**src/rtl/arm_pkg.sv**
```systemverilog
// arm_pkg: constants and types shared by the ARM pipeline stages.
//   ARM_NOP        - MOV r0,r0 encoding, used as the bubble instruction
//   PC_STEP        - sequential fetch increment in bytes
//   PC_R15_OFFSET  - ARM reads R15 as the address of the instruction plus 8
//   word_t         - 32-bit machine word
package arm_pkg;

  typedef logic [31:0] word_t;

  localparam word_t ARM_NOP       = 32'hE1A0_0000;
  localparam word_t PC_STEP       = 32'd4;
  localparam word_t PC_R15_OFFSET = 32'd8;

endpackage

```
**src/rtl/fetch_stage_pc_register.sv**
```systemverilog
// pc_register: program counter flop for the fetch stage.
// Priority on each rising edge: reset > branch_taken > stall > sequential.
// Ports:
//   clk, reset     - clock, synchronous active-high reset
//   stall          - hold the PC
//   branch_taken   - load the redirect target (word aligned)
//   branch_target  - redirect address; bits [1:0] are ignored
//   pc             - current program counter
module pc_register
  import arm_pkg::*;
#(
  parameter word_t RESET_PC = 32'h0000_0000
) (
  input  logic  clk,
  input  logic  reset,
  input  logic  stall,
  input  logic  branch_taken,
  input  word_t branch_target,
  output word_t pc
);

  word_t r_pc;
  word_t w_target_aligned;

  // Masking rather than slicing keeps the full target bus in use.
  assign w_target_aligned = branch_target & ~word_t'(32'h3);

  always_ff @(posedge clk) begin
    if (reset) begin
      r_pc <= RESET_PC;
    end else if (branch_taken) begin
      r_pc <= w_target_aligned;
    end else if (!stall) begin
      r_pc <= r_pc + PC_STEP;   // wraps modulo 2^32
    end
  end

  assign pc = r_pc;

endmodule

```
**src/rtl/fetch_stage.sv**
```systemverilog
// fetch_stage: instruction-fetch stage. Drives the PC onto the combinational
// instruction memory and registers the returned word plus its PC into the
// IF/ID register. Branch redirect flushes the wrong-path word; stall freezes.
// Ports:
//   clk, reset       - clock, synchronous active-high reset
//   stall            - hold PC and IF/ID register (hazard unit)
//   branch_taken     - redirect from execute, wins over stall
//   branch_target    - redirect address
//   imem_addr        - byte address to instruction memory (= PC)
//   imem_rd          - instruction word returned in the same cycle
//   instr_d, pc_d    - registered instruction and its PC
//   pc_plus8_d       - pc_d + 8 (R15 read value)
//   valid_d          - instr_d is a real fetched instruction
// Optional (macro FETCH_PERF_CNT_EN):
//   fetch_count      - edges on which valid_d was loaded with 1
//   flush_count      - edges with branch_taken and no reset
//
// Handshake: there is no ready input; valid_d=1 means instr_d/pc_d hold a
// real instruction. While stall is high the stage holds its outputs, so
// decode sees the same instruction again rather than a new one; an
// instruction is consumed exactly once, on an edge where stall is low.
module fetch_stage
  import arm_pkg::*;
#(
  parameter word_t RESET_PC  = 32'h0000_0000,
  parameter word_t NOP_INSTR = ARM_NOP
) (
  input  logic  clk,
  input  logic  reset,
  input  logic  stall,
  input  logic  branch_taken,
  input  word_t branch_target,
  output word_t imem_addr,
  input  word_t imem_rd,
  output word_t instr_d,
  output word_t pc_d,
  output word_t pc_plus8_d,
  output logic  valid_d
`ifdef FETCH_PERF_CNT_EN
  ,
  output word_t fetch_count,
  output word_t flush_count
`endif
);

  word_t w_pc;
  word_t r_instr_d;
  word_t r_pc_d;
  logic  r_valid_d;
  logic  w_load;

  pc_register #(
    .RESET_PC(RESET_PC)
  ) u_pc_register (
    .clk          (clk),
    .reset        (reset),
    .stall        (stall),
    .branch_taken (branch_taken),
    .branch_target(branch_target),
    .pc           (w_pc)
  );

  // A real instruction is captured only on a plain sequential edge.
  assign w_load = !reset && !branch_taken && !stall;

  always_ff @(posedge clk) begin
    if (reset) begin
      r_instr_d <= NOP_INSTR;
      r_pc_d    <= RESET_PC;
      r_valid_d <= 1'b0;
    end else if (branch_taken) begin
      // Flush the wrong-path word; pc_d is left as is.
      r_instr_d <= NOP_INSTR;
      r_valid_d <= 1'b0;
    end else if (w_load) begin
      r_instr_d <= imem_rd;
      r_pc_d    <= w_pc;
      r_valid_d <= 1'b1;
    end
  end

`ifdef FETCH_PERF_CNT_EN
  word_t r_fetch_count;
  word_t r_flush_count;

  always_ff @(posedge clk) begin
    if (reset) begin
      r_fetch_count <= '0;
      r_flush_count <= '0;
    end else begin
      if (w_load)       r_fetch_count <= r_fetch_count + 32'd1;
      if (branch_taken) r_flush_count <= r_flush_count + 32'd1;
    end
  end

  assign fetch_count = r_fetch_count;
  assign flush_count = r_flush_count;
`endif

  assign imem_addr  = w_pc;
  assign instr_d    = r_instr_d;
  assign pc_d       = r_pc_d;
  assign pc_plus8_d = r_pc_d + PC_R15_OFFSET;
  assign valid_d    = r_valid_d;

endmodule
```
**config.mk**
```make
export PLATFORM = sky130hd
export DESIGN_NAME = fetch_stage
export DESIGN_NICKNAME = d
export VERILOG_FILES = /design/src/rtl/arm_pkg.sv /design/src/rtl/fetch_stage_pc_register.sv /design/src/rtl/fetch_stage.sv
export SDC_FILE = /design/constraint.sdc
export NUM_CORES = 1
export LEC_CHECK = 0
export BUFFER_PORTS_ARGS = -buffer_cell sky130_fd_sc_hd__buf_4
export CAP_MARGIN = 20
export CORE_AREA = 2 2 167 87
export DETAILED_ROUTE_END_ITERATION = 8
export DIE_AREA = 0 0 169 89
export SYNTH_ARGS = -nofsm -noshare
export SYNTH_HDL_FRONTEND = slang
export SYNTH_HIERARCHICAL = 1
export SYNTH_SLANG_ARGS = --single-unit
```
**constraint.sdc**
```tcl
create_clock -name clk -period 2.4 [get_ports clk]
set_input_delay 0.48 -clock clk [delete_from_list [all_inputs] [get_ports clk]]
set_output_delay 0.48 -clock clk [all_outputs]
set_load 0.01 [all_outputs]
```
==> out/summary.txt, run 1 <==
CP peak stage delay - 0.64 ns
Max IR drop VDD - 0.294 mV
Data required, critical path - 1.92 ns
clock share of power - 37.9%
slew margin rel. - 50.0%
switching pwr - 0.941 mW
Vias/cell - 4.95
Post-synth ARST share - 0%
Synth area leaders - dfxtp_1 (41%), mux2i_1 (7.1%), nor2_1 (5.1%)
Placed Area - 6560 um2
unrepaired setup endpoints after global routing - yes
Synth Register Bits - 95
status - complete, but fails checks
Tmin final - 2.42 ns
sequential area share after synthesis - 40.6%
sequential fraction of design power - 46.7%
starting DRC count in detailed routing - 246
DRT Pass-1 Iters - 5
DRT antenna net count - 0
Pins Over Slew Limit - 0
Sw Ratio - 25.4%
Post-Syn Instances - 549
internal power - 2.77 mW
Starting Density - 34.9%
CP bufs+invs - 1
Clk pin slew, worst setup/hold paths - 0.07 ns
critical path launch point type - register
area grow syn2layout - 48.7%
number of global-route vias before repair - 4489
antenna violations before repair - 0
largest family of logic cells by synthesized area - simple AND/OR/NAND/NOR gates
drt total wl - 14.7 mm
row count - 30
CTS sink cnt - 95
Final Cycle Share - 101%
Post-route DRC - 0
Arr. time, crit path - 1.94 ns
Max-Cap Viols - 0
Fmax - 413 MHz
Setup TNS Final - -0.0249 ns
Combinational Power Share - 15.4%
Leakage - 3.07 nW
worst-margin pin slew - 0.749 ns
number of synthesized flops with an enable pin - 0
most common cell after layout, fill and taps aside - buf_4
core area - 13400 um2
slack of the critical path - -0.0188 ns
share of cells above drive strength 1 - 36.8%
Reg area - 1920 um2
Compound-Gate Fraction of Synth Area - 11.2%
Place WS - 0.229 ns
worst path cell trace - nand4_1 -> or4_4 -> nor4_4 -> xor2_1 -> buf_4
num ports - 197
Synth area leader - dfxtp_1
total congestion overflow - 0
Die Wd - 169 um
fill cell count - 1311
Crit Path Max Fanout - 5
Main synth FF type - dfxtp_1
post-route cell area - 6960 um2
die span in y - 89 um
CTS Root Cell - clkbuf_16
Final Hold Fails - 0
most frequent cells in the layout - buf_4 (238), dfxtp_1 (84), nor2_1 (63), nand2_1 (60), o21ai_0 (34)
Hold Path Class - input port to register
Post-Synth XOR/XNOR Area - 6.92%
Layout Nets - 839
largest net degree at the start of global routing - 58
CTS tree - built
Post-Syn Area - 4680 um2
clk buf depth - 2
Hold Buf Count CTS - 0
via count - 4691
hold_ws - 0.353 ns
clk_lat worst skew - 0.34 ns
GP Congestion - 0.814
top cell type's share of synthesized area - 40.6%
Synth Warn # - 6
Diodes inserted - 0
# H-tree levels - 3
syn_area_per_cell - 8.53 um2
Port Buf Inserts - 192
Netlist cell types - 49
Crit path max-delay family - simple AND/OR/NAND/NOR gates
Die ar. - 15000 um2
Crit-path slowest cell - or4_4
first-pass GRT wire length - 23.2 mm
adder-cell share of the synthesized area - 0.534%
Synth Area in Simple Gates - 29.4%
failing checks - setup timing
Crit. End Element - output pin
GRT Overall Usage - 19.4%
CTS Buf Count - 9
WS Path Type - register to output pin
Avg WL per Cell - 15.5 um
footprint of the multi-input gates - 2660 um2
clock skew after layout - 0.00811 ns
Power Density - 533 nW/um2
post-synthesis mux area share - 7.05%
Setup-failing EPs final - 3
DP Wirelength - 11.0 mm
==> power by group through the flow <==
stage	sequential [mW]	combinational, mW	clock [mW]
2_1_floorplan	1.80	0.211	0
3_3_place_gp	1.77	0.568	0
3_5_place_dp	1.77	0.571	0
4_1_cts	1.73	0.573	1.46
5_1_grt	1.75	0.623	1.52
6_report	1.73	0.571	1.41
==> final timing paths <==
kind / startpoint / to / slack (ns) / cells past startpoint
worst max register to register: u_pc_register/pc[3] / u_pc_register/pc[28] / 0.23 / 5
worst min-delay path: imem_rd[23] / instr_d[23] / 0.35 / 3
worst max-delay path: pc_d[25] / pc_plus8_d[29] / -0.02 / 5
worst min register to register: valid_d / valid_d / 0.45 / 2
==> flip-flops by register name, indices dropped and copies added (netlist names) <==
name	flops
instr_d	32
pc_d	32
u_pc_register/pc	30
valid_d	1
==> stage by stage <==
stage | std cells | power, mW | utilization (%)
final | 948 | 3.71 | 51.8
after global routing | 948 | 3.89 | 51.8
after CTS | 946 | 3.76 | 51.3
after detailed placement | 930 | 2.34 | 48.8
after global placement | 930 | 2.33 | 48.8
after floorplan | 550 | 2.01 | -
==> area by class of cell <==
type                            instances  share of cell area [%]
Clock buffer                           10                    3.43
Tap cell                              176                    3.16
Inverter                               15                   0.809
Clock inverter                          4                   0.683
Multi-Input combinational cell        408                    38.2
Timing Repair Buffer                  240                    26.1
Sequential cell                        95                    27.6
==> what timing repair did <==
action	4_1_cts	5_1_grt
resized for setup	8	18
setup buffers	2	2
pin swaps	5	6
endpoints found under the setup margin	13	18
==> logic make-up after synthesis <==
logic type | Yosys count
AOI/OAI and AO/OA | 80
xor gates and xnor gates | 37
adders and majority gates | 2
buffers and inverters | 47
DFF | 95
muxes | 33
other | 1
and+or+nand+nor | 254
==> routing by layer <==
| metal | track usage [%] | vias up | wire length [um] |
|---|---|---|---|
| met3 | 5.80 | 6 | 972 |
| met1 | 26.2 | 2169 | 7010 |
| met4 | 3.89 | 0 | 78 |
| met5 | 0 | - | 0 |
| met2 | 31.3 | 128 | 6660 |
| li1 | - | 2388 | - |
==> cells in the mapped netlist (5+ instances only) <==
library cell	count
inv_1	15
a311oi_1	9
a21oi_1	6
nor2_1	64
o21ai_0	34
or3_1	8
a211oi_1	12
nand4_1	17
nand2b_1	29
nor4_1	9
xor2_1	15
and3_1	5
buf_1	5
mux2i_1	33
nand3_1	15
buf_4	5
o31ai_1	6
clkbuf_1	18
dfxtp_1	95
a2111oi_0	7
and4_1	11
nand2_1	60
nor3_1	11
xnor2_1	22
==> worst register-to-register path, delay by kind of cell, from the launching register on <==
family,cells,cell delay [ns]
adder cells (fa/ha/maj),1,0.26
AO/OA/AOI/OAI,1,0.32
AND/OR/NAND/NOR,3,1.03
flip-flops,1,0.47
No activity file was read; power rests on OpenSTA's default activity.
==> run 2: changes to the inputs <==
- CORE_AREA: 2 2 167 87 -> 2 2 165 86
- DIE_AREA: 0 0 169 89 -> 0 0 167 88
- SKIP_LAST_GASP: not set -> 1
- SYNTH_HIERARCHICAL: 1 -> not set
==> run 2 against run 1 <==
Against the previous run:
- the run now ends clean
- power down 4.0%
- critical path type unchanged
- non-clock buffer count shrank 11
- global-route usage up 0.35 points
- critical endpoint is now pc_plus8_d[31]
==> out/summary.txt, run 2 <==
Sw Ratio - 26.8%
clock share of power - 37.5%
Synth area leader - dfxtp_1
Crit Path Max Fanout - 4
Synth Register Bits - 93
status - finished clean
largest family of logic cells by synthesized area - simple AND/OR/NAND/NOR gates
met1 usage - 28.1%
Post-Syn Area - 4550 um2
worst r2r src - u_pc_register.pc[2]
fill cell count - 1288
Main synth FF type - dfxtp_1
Synth Warn # - 0
Max IR drop VDD - 0.310 mV
Hold Path Sink - instr_d[23]
Synth area leaders - dfxtp_1 (41%), mux2i_1 (8.8%), xnor2_1 (7.9%)
num ports - 197
die span in y - 88 um
Layout Nets - 814
Layout Cells excl Fill - 926
CTS tree - built
Pins Over Slew Limit - 0
post-synthesis mux area share - 8.79%
sequential fraction of design power - 47.4%
largest net degree at the start of global routing - 38
Leakage - 3.10 nW
reg2reg setup slack - 0.43 ns
Avg WL per Cell - 15.8 um
CTS Buf Count - 9
Port Buf Inserts - 188
Final Hold Fails - 0
first-pass GRT wire length - 23.2 mm
clk_lat worst skew - 0.33 ns
antenna violations before repair - 1
GRT Overall Usage - 19.8%
Fmax - 421 MHz
DRT Pass-1 Iters - 4
internal power - 2.61 mW
drt total wl - 14.6 mm
slack of the critical path - 0.0235 ns
clock skew after layout - 0.00600 ns
via count - 4454
WS Path Type - register to output pin
number of global-route vias before repair - 4330
Place WS - 0.115 ns
r2r worst-path depth - 6
GP Congestion - 0.839
DP Wirelength - 11.1 mm
Tmin final - 2.38 ns
most frequent cells after synthesis - dfxtp_1 (93), nand2_1 (86), a21oi_1 (50)
hold_ws - 0.360 ns
Power Density - 529 nW/um2
unrepaired setup endpoints after global routing - yes
Vias/cell - 4.81
GRT met2 Usage - 29.6%
Die Wd - 167 um
starting DRC count in detailed routing - 299
Data required, critical path - 1.92 ns
slew margin rel. - 59.3%
Post-Syn Instances - 535
total congestion overflow - 0
GRT busiest layer - met2
cell with the most instances after synthesis - dfxtp_1
area grow syn2layout - 47.8%
footprint of the multi-input gates - 2540 um2
Synth Area in Simple Gates - 24.6%
most common cell after layout, fill and taps aside - buf_4
Max-Cap Viols - 0
Reg area - 1880 um2
HP Start - imem_rd[23]
Setup TNS Final - 0 ns
Final Cycle Share - 99.0%
row count - 30
DRT antenna net count - 0
# H-tree levels - 3
most frequent cells in the layout - buf_4 (229), nand2_1 (85), dfxtp_1 (81), a21oi_1 (50), nor2_1 (44)
Hold Path Depth - 3
Post-route DRC - 0
worst-margin pin slew - 0.610 ns
max FFs per register - 32
CTS Root Cell - clkbuf_16
clk buf depth - 2
Post-synth ARST share - 0%
Arr. time, crit path - 1.90 ns
Crit. End Element - output pin
critical path launch point type - register
core area - 13300 um2
Clk pin slew, worst setup/hold paths - 0.07 ns
switching pwr - 0.955 mW
Hold Path Class - input port to register
Netlist cell types - 39
Die ar. - 14700 um2
Compound-Gate Fraction of Synth Area - 8.57%
DP Cell Count - 903
FF-to-FF End - u_pc_register.pc[26]
syn_area_per_cell - 8.51 um2
Combinational Power Share - 15.1%
Global Route met3 Usage - 6.33%
Starting Density - 34.4%
share of cells above drive strength 1 - 37.9%
Setup-failing EPs final - 0
adder-cell share of the synthesized area - 0.550%
sequential area share after synthesis - 40.9%
top cell type's share of synthesized area - 40.9%
CTS sink cnt - 93
Post-Synth XOR/XNOR Area - 10.8%
number of synthesized flops with an enable pin - 0
run 2: kinds of logic after synthesis:
kind of cell,count (synthesis)
other,1
buffers and inverters,59
xor gates and xnor gates,56
muxes,40
DFF,93
AOI/OAI and AO/OA,70
adders and majority gates,2
and+or+nand+nor,214
run 2: repair_timing:
action,4_1_cts,5_1_grt
hold buffers,0,0
setup endpoints to repair,12,13
resized for setup,15,14
pin swaps,6,9
setup buffers,4,2
endpoints found under the hold margin,0,0
run 2: critical path, stage by stage (launching register included):
cell and delay (ns):
dfxtp_2 0.36, ha_4 0.15, nand2_4 0.05, or3_4 0.39, nor2b_4 0.17, nand3_2 0.13
xnor2_2 0.18, buf_4 0.14
run 2: worst max path at each step:
| stage | from | end | slack (ns) | cells after the start |
|---|---|---|---|---|
| after global routing | pc_d[4] | pc_plus8_d[27] | -0.11 | 7 |
| after global placement | pc_d[3] | pc_plus8_d[31] | 0.16 | 7 |
| after floorplan | pc_d[3] | pc_plus8_d[23] | 0.16 | 6 |
| after CTS | pc_d[7] | pc_plus8_d[31] | -0.01 | 6 |
| after detailed placement | pc_d[4] | pc_plus8_d[31] | 0.12 | 7 |
| final | pc_d[3] | pc_plus8_d[31] | 0.02 | 7 |
run 2: area by class of cell:
type,count,area share [%]
tap,176,3.27
timing repair buffer,229,25.5
multi-input combinational,388,37.8
antenna,1,0.0372
inverter,23,1.28
clock inverter,5,0.669
sequential,93,27.9
clock buffer,11,3.46
run 2: layer usage:
metal / vias to the layer above / share of wire [%]
li1: 2208 / -
met1: 2094 / 49
met2: 143 / 42
met3: 9 / 7.7
met4: 0 / 0.74
met5: - / 0
run 2: power groups by stage:
stage | clock network, mW | registers, mW | logic (mW)
2_1_floorplan | 0 | 1.74 | 0.222
3_3_place_gp | 0 | 1.72 | 0.526
3_5_place_dp | 0 | 1.72 | 0.537
4_1_cts | 1.37 | 1.69 | 0.540
5_1_grt | 1.45 | 1.70 | 0.589
6_report | 1.33 | 1.69 | 0.539
run 2: metrics by stage:
step | cell area (um2) | power [mW] | util, %
3_3_place_gp | 6290 | 2.24 | 47.5
2_1_floorplan | 4570 | 1.96 | -
4_1_cts | 6660 | 3.60 | 50.3
5_1_grt | 6730 | 3.74 | 50.8
3_5_place_dp | 6290 | 2.26 | 47.5
6_report | 6730 | 3.56 | 50.8
==> run 3: changes to the inputs <==
--- a/config.mk
+++ b/config.mk
@@ -9,7 +9,9 @@
 export CAP_MARGIN = 20
 export CORE_AREA = 2 2 165 86
+export CTS_BUF_LIST = sky130_fd_sc_hd__clkbuf_4
 export DETAILED_ROUTE_END_ITERATION = 8
 export DIE_AREA = 0 0 167 88
 export SKIP_LAST_GASP = 1
+export SLEW_MARGIN = 20
 export SYNTH_ARGS = -nofsm -noshare
 export SYNTH_HDL_FRONTEND = slang
==> constraint.sdc (replaced) <==
create_clock -name clk -period 2.4 [get_ports clk]
set_input_delay 0.48 -clock clk [delete_from_list [all_inputs] [get_ports clk]]
set_output_delay 0.48 -clock clk [all_outputs]
set_load 0.1 [all_outputs]
==> run 3 against run 2 <==
Against the previous run:
- the run now ends with setup timing left
- cell count rose by 1.2%
- first-iteration DRC count fell by 8.0%
- power rose by 4.1%
- fmax fell by 11%
- die area did not move
- critical path type unchanged
- critical endpoint unchanged
- highest routed layer unchanged
==> out/summary.txt, run 3 (synthesis gave the netlist of run 2 again) <==
Sw Ratio - 39.5%
most common cell after layout, fill and taps aside - buf_4
clk buf depth - 2
Place WS - 0.0498 ns
total congestion overflow - 0
row count - 30
num ports - 197
Die Wd - 167 um
starting DRC count in detailed routing - 275
CP bufs+invs - 2
CTS Root Cell - clkbuf_4
GRT Overall Usage - 20.1%
worst path cell trace - ha_4 -> nand2_4 -> or3_4 -> nor2b_4 -> buf_4 -> nand3_4 -> xnor2_4 -> buf_12
status - complete, but fails checks
CTS Buf Count - 9
switching pwr - 1.46 mW
Crit Path Max Fanout - 4
GP Congestion - 0.834
Power Density - 490 nW/um2
most frequent cells in the layout - buf_4 (212), nand2_1 (80), dfxtp_1 (62), a21oi_1 (50), nor2_1 (43)
Setup-failing EPs final - 16
Crit path max-delay family - simple AND/OR/NAND/NOR gates
first-pass GRT wire length - 23.4 mm
antenna violations before repair - 0
core area - 13300 um2
CTS tree - built
Max IR drop VDD - 0.282 mV
DRT antenna net count - 0
Final Hold Fails - 0
Crit-path slowest cell - dfxtp_4
CP peak stage delay - 0.39 ns
Final Cycle Share - 112%
critical path launch point type - register
Die ar. - 14700 um2
share of cells above drive strength 1 - 46.3%
internal power - 2.25 mW
largest net degree at the start of global routing - 44
Post-route DRC - 0
DP Wirelength - 11.4 mm
hold_ws - 0.233 ns
# H-tree levels - 3
Crit. End Element - output pin
Vias/cell - 4.73
slack of the critical path - -0.276 ns
sequential fraction of design power - 45.3%
Hold Buf Count CTS - 0
clock skew after layout - 0.0195 ns
Leakage - 3.44 nW
Layout Nets - 826
CTS sink cnt - 93
max FFs per register - 32
DP Cell Count - 908
die span in y - 88 um
Clk pin slew, worst setup/hold paths - 0.15 ns
failing checks - setup timing
clk_lat worst skew - 0.45 ns
Pins Over Slew Limit - 0
Starting Density - 34.4%
area grow syn2layout - 66.1%
unrepaired setup endpoints after global routing - yes
drt total wl - 14.9 mm
worst-margin pin slew - 0.616 ns
Arr. time, crit path - 2.20 ns
Avg WL per Cell - 15.8 um
Fmax - 374 MHz
WS Path Type - register to output pin
Port Buf Inserts - 188
post-route cell area - 7560 um2
Diodes inserted - 0
Tmin final - 2.68 ns
DRT Pass-1 Iters - 7
Setup TNS Final - -2.89 ns
Layout Cells excl Fill - 937
Max-Cap Viols - 0
number of global-route vias before repair - 4344
clock share of power - 23.4%
Placed Area - 6870 um2
Data required, critical path - 1.92 ns
Combinational Power Share - 31.4%
Hold Path Class - input port to register
slew margin rel. - 58.9%
via count - 4433
[run 3: path summary, 6_finish.rpt]
| path | from | end | slack, ns | cells after the start |
|---|---|---|---|---|
| max reg2reg | u_pc_register.pc[4] | u_pc_register.pc[21] | 0.47 | 5 |
| min | imem_rd[21] | instr_d[21] | 0.23 | 3 |
| max | pc_d[4] | pc_plus8_d[31] | -0.28 | 8 |
| min reg2reg | valid_d | valid_d | 0.46 | 2 |
[run 3: timing repair]
action / 4_1_cts / 5_1_grt
gates resized for setup: 81 / 23
pin swaps: 14 / 16
buffers inserted: 9 / 5
endpoints found under the setup margin: 20 / 22
[run 3: through the flow]
| stage | power (mW) | util (%) |
|---|---|---|
| final | 3.71 | 57.1 |
| after global routing | 3.86 | 57.1 |
| after CTS | 3.73 | 56.0 |
| after detailed placement | 2.84 | 51.9 |
| after global placement | 2.83 | 51.9 |
| after floorplan | 2.55 | - |
[run 3: area by class of cell]
cell class              instances  area (um2)
multi-input cells             388        3060
inverters                      23        86.3
flip-flops and latches         93        1960
fillers                      1185        5690
clock buffers                  10        75.1
repair buffers                241        2100
clock inverters                 6        62.6
well taps                     176         220
[run 3: routing by layer]
metal	track usage, %	share of wire, %
met5	0	0
met4	4.08	0.98
met3	5.74	7.0
met2	30.1	43
met1	28.9	49
[run 3: worst register-to-register path: cells and delay by family (launching register included)]
kind	cells	cell delay, ns
compound gates	1	0.17
simple gates	3	1.00
xor+xnor	1	0.16
flops	1	0.52
[run 3: power by group through the flow]
stage | Clock, mW | Sequential (mW) | Combinational, mW
after global routing | 0.956 | 1.69 | 1.21
final | 0.866 | 1.68 | 1.16
after CTS | 0.892 | 1.68 | 1.16
after global placement | 0 | 1.71 | 1.12
after detailed placement | 0 | 1.71 | 1.13
after floorplan | 0 | 2.18 | 0.375
